**src/rtl/sram_port_arbiter.sv**
```systemverilog
// Two-port arbiter in front of a single-port 512x32 SRAM built from four
// 512x8 macros. Port A (Wishbone) reads and writes with byte masks. Port B
// (waveform generator) is read-only and has priority, except that A is
// served after STARVE_LIMIT consecutive B wins while A is waiting.
// Read data comes back three cycles after the grant.
// Optional macro ARB_CONFLICT_CNT_EN enables the saturating contention counter.
module sram_port_arbiter #(
    parameter int STARVE_LIMIT = 4
) (
    input  logic        io_wbs_clk,
    input  logic        io_wbs_rst,
    input  logic        a_req_i,
    input  logic        a_we_i,
    input  logic [3:0]  a_wmask_i,
    input  logic [8:0]  a_addr_i,
    input  logic [31:0] a_wdata_i,
    output logic        a_gnt_o,
    output logic        a_rvalid_o,
    output logic [31:0] a_rdata_o,
    input  logic        b_req_i,
    input  logic [8:0]  b_addr_i,
    output logic        b_gnt_o,
    output logic        b_rvalid_o,
    output logic [31:0] b_rdata_o,
    output logic        mem_cen_o,
    output logic        mem_gwen_o,
    output logic [31:0] mem_wen_o,
    output logic [8:0]  mem_a_o,
    output logic [31:0] mem_d_o,
    input  logic [31:0] mem_q_i,
    output logic [15:0] conflict_cnt_o
);

    localparam logic [3:0] LIMIT = 4'(STARVE_LIMIT);

    logic        a_gnt, b_gnt, a_win;
    logic [3:0]  starve_q, starve_d;
    logic        cen_q, cen_d, gwen_q, gwen_d;
    logic [31:0] wen_q, wen_d, d_q, d_d;
    logic [8:0]  addr_q, addr_d;
    // Owner tag pipeline: vld marks a read in flight, own=1 means port B.
    logic        rd_vld_d, rd_own_d;
    logic        rd1_vld_q, rd1_own_q, rd2_vld_q, rd2_own_q;
    logic        a_rvalid_q, b_rvalid_q;
    logic [31:0] a_rdata_q, b_rdata_q;

    // Arbitration: B has priority unless A has been starved up to the limit.
    always_comb begin
        a_win    = a_req_i & (~b_req_i | (starve_q == LIMIT));
        a_gnt    = ~io_wbs_rst & a_win;
        b_gnt    = ~io_wbs_rst & b_req_i & ~a_win;
        starve_d = (b_gnt & a_req_i) ? starve_q + 4'd1 : 4'd0;
    end

    // Next SRAM command and read-tag for the granted request.
    always_comb begin
        cen_d    = 1'b1;
        gwen_d   = 1'b1;
        wen_d    = '1;
        addr_d   = addr_q;
        d_d      = d_q;
        rd_vld_d = 1'b0;
        rd_own_d = 1'b0;
        if (a_gnt) begin
            cen_d  = 1'b0;
            addr_d = a_addr_i;
            if (a_we_i) begin
                gwen_d = 1'b0;
                d_d    = a_wdata_i;
                for (int k = 0; k < 4; k++) wen_d[8*k +: 8] = {8{~a_wmask_i[k]}};
            end else begin
                rd_vld_d = 1'b1;
            end
        end else if (b_gnt) begin
            cen_d    = 1'b0;
            addr_d   = b_addr_i;
            rd_vld_d = 1'b1;
            rd_own_d = 1'b1;
        end
    end

    // Registered SRAM interface, starvation counter and owner tag pipeline.
    always_ff @(posedge io_wbs_clk or posedge io_wbs_rst) begin
        if (io_wbs_rst) begin
            starve_q  <= '0;
            cen_q     <= 1'b1;
            gwen_q    <= 1'b1;
            wen_q     <= '1;
            addr_q    <= '0;
            d_q       <= '0;
            rd1_vld_q <= 1'b0;
            rd1_own_q <= 1'b0;
            rd2_vld_q <= 1'b0;
            rd2_own_q <= 1'b0;
        end else begin
            starve_q  <= starve_d;
            cen_q     <= cen_d;
            gwen_q    <= gwen_d;
            wen_q     <= wen_d;
            addr_q    <= addr_d;
            d_q       <= d_d;
            rd1_vld_q <= rd_vld_d;
            rd1_own_q <= rd_own_d;
            rd2_vld_q <= rd1_vld_q;
            rd2_own_q <= rd1_own_q;
        end
    end

    // Capture macro output for the tagged owner; rvalid pulses the cycle after.
    always_ff @(posedge io_wbs_clk or posedge io_wbs_rst) begin
        if (io_wbs_rst) begin
            a_rvalid_q <= 1'b0;
            b_rvalid_q <= 1'b0;
            a_rdata_q  <= '0;
            b_rdata_q  <= '0;
        end else begin
            a_rvalid_q <= rd2_vld_q & ~rd2_own_q;
            b_rvalid_q <= rd2_vld_q & rd2_own_q;
            if (rd2_vld_q & ~rd2_own_q) a_rdata_q <= mem_q_i;
            if (rd2_vld_q & rd2_own_q)  b_rdata_q <= mem_q_i;
        end
    end

`ifdef ARB_CONFLICT_CNT_EN
    logic [15:0] conf_q, conf_d;

    // Saturating count of cycles with both ports requesting.
    always_comb begin
        conf_d = conf_q;
        if (a_req_i & b_req_i & (conf_q != 16'hFFFF)) conf_d = conf_q + 16'd1;
    end

    // Contention counter register.
    always_ff @(posedge io_wbs_clk or posedge io_wbs_rst) begin
        if (io_wbs_rst) conf_q <= '0;
        else            conf_q <= conf_d;
    end

    assign conflict_cnt_o = conf_q;
`else
    assign conflict_cnt_o = '0;
`endif

    assign a_gnt_o    = a_gnt;
    assign b_gnt_o    = b_gnt;
    assign a_rvalid_o = a_rvalid_q;
    assign b_rvalid_o = b_rvalid_q;
    assign a_rdata_o  = a_rdata_q;
    assign b_rdata_o  = b_rdata_q;
    assign mem_cen_o  = cen_q;
    assign mem_gwen_o = gwen_q;
    assign mem_wen_o  = wen_q;
    assign mem_a_o    = addr_q;
    assign mem_d_o    = d_q;

endmodule

```
**config.mk**
```make
export PLATFORM = sky130hd
export DESIGN_NAME = sram_port_arbiter
export DESIGN_NICKNAME = d
export VERILOG_FILES = /design/src/rtl/sram_port_arbiter.sv
export SDC_FILE = /design/constraint.sdc
export NUM_CORES = 1
export LEC_CHECK = 0
export ABC_AREA = 1
export CAP_MARGIN = 15
export CORE_ASPECT_RATIO = 0.5
export CORE_MARGIN = 3
export CORE_UTILIZATION = 44
export DETAILED_ROUTE_END_ITERATION = 7
export GPL_ROUTABILITY_DRIVEN = 0
export PLACE_DENSITY = 0.86
export SLEW_MARGIN = 20
export SYNTH_ARGS = -nofsm -noshare
export SYNTH_HDL_FRONTEND = slang
export SYNTH_SLANG_ARGS = --single-unit
```
**constraint.sdc**
```tcl
create_clock -name io_wbs_clk -period 3.3 [get_ports io_wbs_clk]
set_input_delay 0.33 -clock io_wbs_clk [delete_from_list [all_inputs] [get_ports io_wbs_clk]]
set_output_delay 0.33 -clock io_wbs_clk [all_outputs]
set_load 0.02 [all_outputs]
```
==> metrics.cfg <==
[power]
ir_worst_vdd_mv=0.348
powerDensity_nw_per_um2=663
finalPower_w=0.00524
leakagePower_nw=3.81

[grt]
track_usage_pct=20.2
grt_max_degree=89
antenna_found_initial=0
grt_pass1_vias=4321
grt-ovfl-total=0
grt_pass1_wl_mm=21.8

[job]
maxCapViolations=0

[cells_and_area]
final_nets=845
final_layout_size_suffix_gt1_share_pct=7.20
multi_input_area_um2=1510
final_cells=923
final_cell_area_um2=7920
fillerInstances=864
syn2layout_area_growth_pct=50.9
ff_latch_area_um2=3040
antenna_cells=0

[drt]
dr.max_layer_used=met4
routed-wl-met2_mm=7.04
met3_length_um=745
dr.pass1.iters=4
via_per_inst=4.68
ant_nets=0
drt-initial-drc-count=305
vias=4321
met1Wirelength_mm=5.38
drt-total-wl_mm=13.4
drc=0
wl_per_cell_um=14.5

[synthesis]
netlist_top_cells_area=dfrtp_1 55%, nand2_1 13%, buf_4 6.7%
syn_area_per_cell_um2=9.41
synth.distinct_cells=29
seq_area_frac_synth_pct=57.9
ys_seq_elements=121
yosysWarnings=0
synth_area_um2=5240
syn-instance-count=557
yosysTopAreaCell=dfrtp_1
yosys.area.top_type_share_pct=54.9

[floorplanning]
row_count=27
die_w_um=160
die_area_um2=13300
start_util_pct=46.3
io_pins=250
die_h_um=83.2
core_um2=11300

[cts]
cts_buffers=17
numClockSinks=121
cts_hold_buf=0
clock_latency_ns=0.39
ctsResizeCount=0
cts_tree=done
clk_path_buf_depth=2
cts_setup_buffers=0
clk_pin_slew_ns=0.05
cts_max_level=4
ctsRootBufferMaster=clkbuf_16

[placed_design]
portBuffers=233
placed_cells=892
dp_hpwl_mm=9.36
dpl_cell_area_um2=7310

[worst_setup_path]
critPathCaptureType=output pin
path_max_fanout=12
crit_path_frequent_cell=inv_1
crit_required_ns=2.97
path_class=reg2out
startpoint_type=register
arrival_ns=2.40
slowest_stage=clkdlybuf4s50_1
slowest_delay_ns=0.61
crit_chain=inv_1 > ha_1 > nand3_4 > nand2_4 > nand3_1 > inv_1 > clkdlybuf4s50_1

[sta]
fin_crit_sh_pct=82.8
slew_headroom_pct=31.7
setup_viol=0
rsz0062_at_grt=no
hold_violations=0
tns_ns=0
finClkSkew_ns=0.00863
fmax_mhz=366
period_needed_ns=2.73
worst-slew-pin-transition_ns=1.02
holdWs_ns=0.340
final_max_slew_viol_count=0

[run_status]
status=complete, no violations

[min_path]
hp-class=reg2reg

[per-layer routing]
layer | track usage (%) | vias to the layer above
li1 | - | 2099
met1 | 24.0 | 2051
met2 | 36.2 | 155
met3 | 5.73 | 16
met4 | 5.43 | 0
met5 | 0 | -
[worst max-delay path: cells and delay by family (launching register included)]
family | cells | cell delay, ns
buffers and inverters | 3 | 0.81
flip-flops | 1 | 0.41
AND/OR/NAND/NOR | 3 | 0.61
adder cells (fa/ha/maj) | 1 | 0.19
[area by class of cell]
type / instances / share of cell area, %
clock buffers: 23 / 6.04
flip-flops and latches: 121 / 38.3
repair buffers: 237 / 29.9
well taps: 159 / 2.51
multi-input cells: 320 / 19.0
clock inverters: 8 / 1.50
inverters: 55 / 2.67
[registers in the layout (all words and copies together) (netlist names)]
register,cells
a_rdata_o,32
b_rdata_o,32
mem_d_o,32
mem_a_o,9
mem_wen_o,4
starve_q,4
a_rvalid_o,1
b_rvalid_o,1
mem_cen_o,1
mem_gwen_o,1
rd1_own_q,1
rd1_vld_q,1
rd2_own_q,1
rd2_vld_q,1
[placed cells by master, fill, tap and decap left out, types with 3 or more instances in the layout]
cell type	instances
buf_4	3
bufinv_16	3
clkbuf_1	3
clkbuf_16	17
clkbuf_8	3
clkdlybuf4s50_1	233
clkinv_2	4
conb_1	16
dfrtp_1	115
dfstp_2	6
inv_1	52
nand2_1	174
nand2_2	5
nand4_1	40
nor2_1	5
o21ai_0	64
[cells in the mapped netlist (all sizes together)]
cell type    n
conb         1
nand3        4
o21ai       66
dfstp        6
inv         55
nor2         6
clkbuf       9
nand4       42
ha           2
a21oi        1
xor2         1
nand2      181
buf         67
dfrtp      115
xnor2        1
[worst paths after layout]
kind                                  startpoint                        end  slack, ns  cells past startpoint
max                        starve_q[0]$_DFF_PP0_                    a_gnt_o       0.57                      7
min                          rd1_vld_q$_DFF_PP0_        rd2_vld_q$_DFF_PP0_       0.34                      0
max reg2reg                starve_q[0]$_DFF_PP0_    mem_wen_o[23]$_DFF_PP1_       1.43                      7
min reg2reg                  rd1_vld_q$_DFF_PP0_        rd2_vld_q$_DFF_PP0_       0.34                      0
max in group asynchronous             io_wbs_rst      starve_q[3]$_DFF_PP0_       2.12                      3
min in group asynchronous             io_wbs_rst  a_rdata_o[29]$_DFFE_PP0P_       0.62                      3
[per-stage QoR]
stage	worst slack [ns]	utilization (%)
6_report	0.566	69.9
5_1_grt	0.416	69.9
4_1_cts	0.553	69.9
3_5_place_dp	0.739	64.6
3_3_place_gp	0.820	64.6
2_1_floorplan	1.76	-
[where the power goes]
part           leakage, nW  switching, W  internal, W
logic                 2.03      0.000762     0.000691
registers             1.49      0.000157      0.00177
clock network        0.297      0.000624      0.00124
total                 3.81       0.00154      0.00370
[cells by family (layout without fill, tap and decap cells)]
| logic type | after synthesis | after routing | synth area share (%) |
|---|---|---|---|
| compound gates | 67 | 67 | 6.68 |
| xor+xnor | 2 | 2 | 0.334 |
| fa+ha+maj | 2 | 2 | 0.477 |
| buf+inv | 131 | 323 | 14.5 |
| flops | 121 | 121 | 57.9 |
| other cells | 1 | 16 | 0.0715 |
| simple gates | 233 | 233 | 20.0 |
No activity file was read; power rests on OpenSTA's default activity.
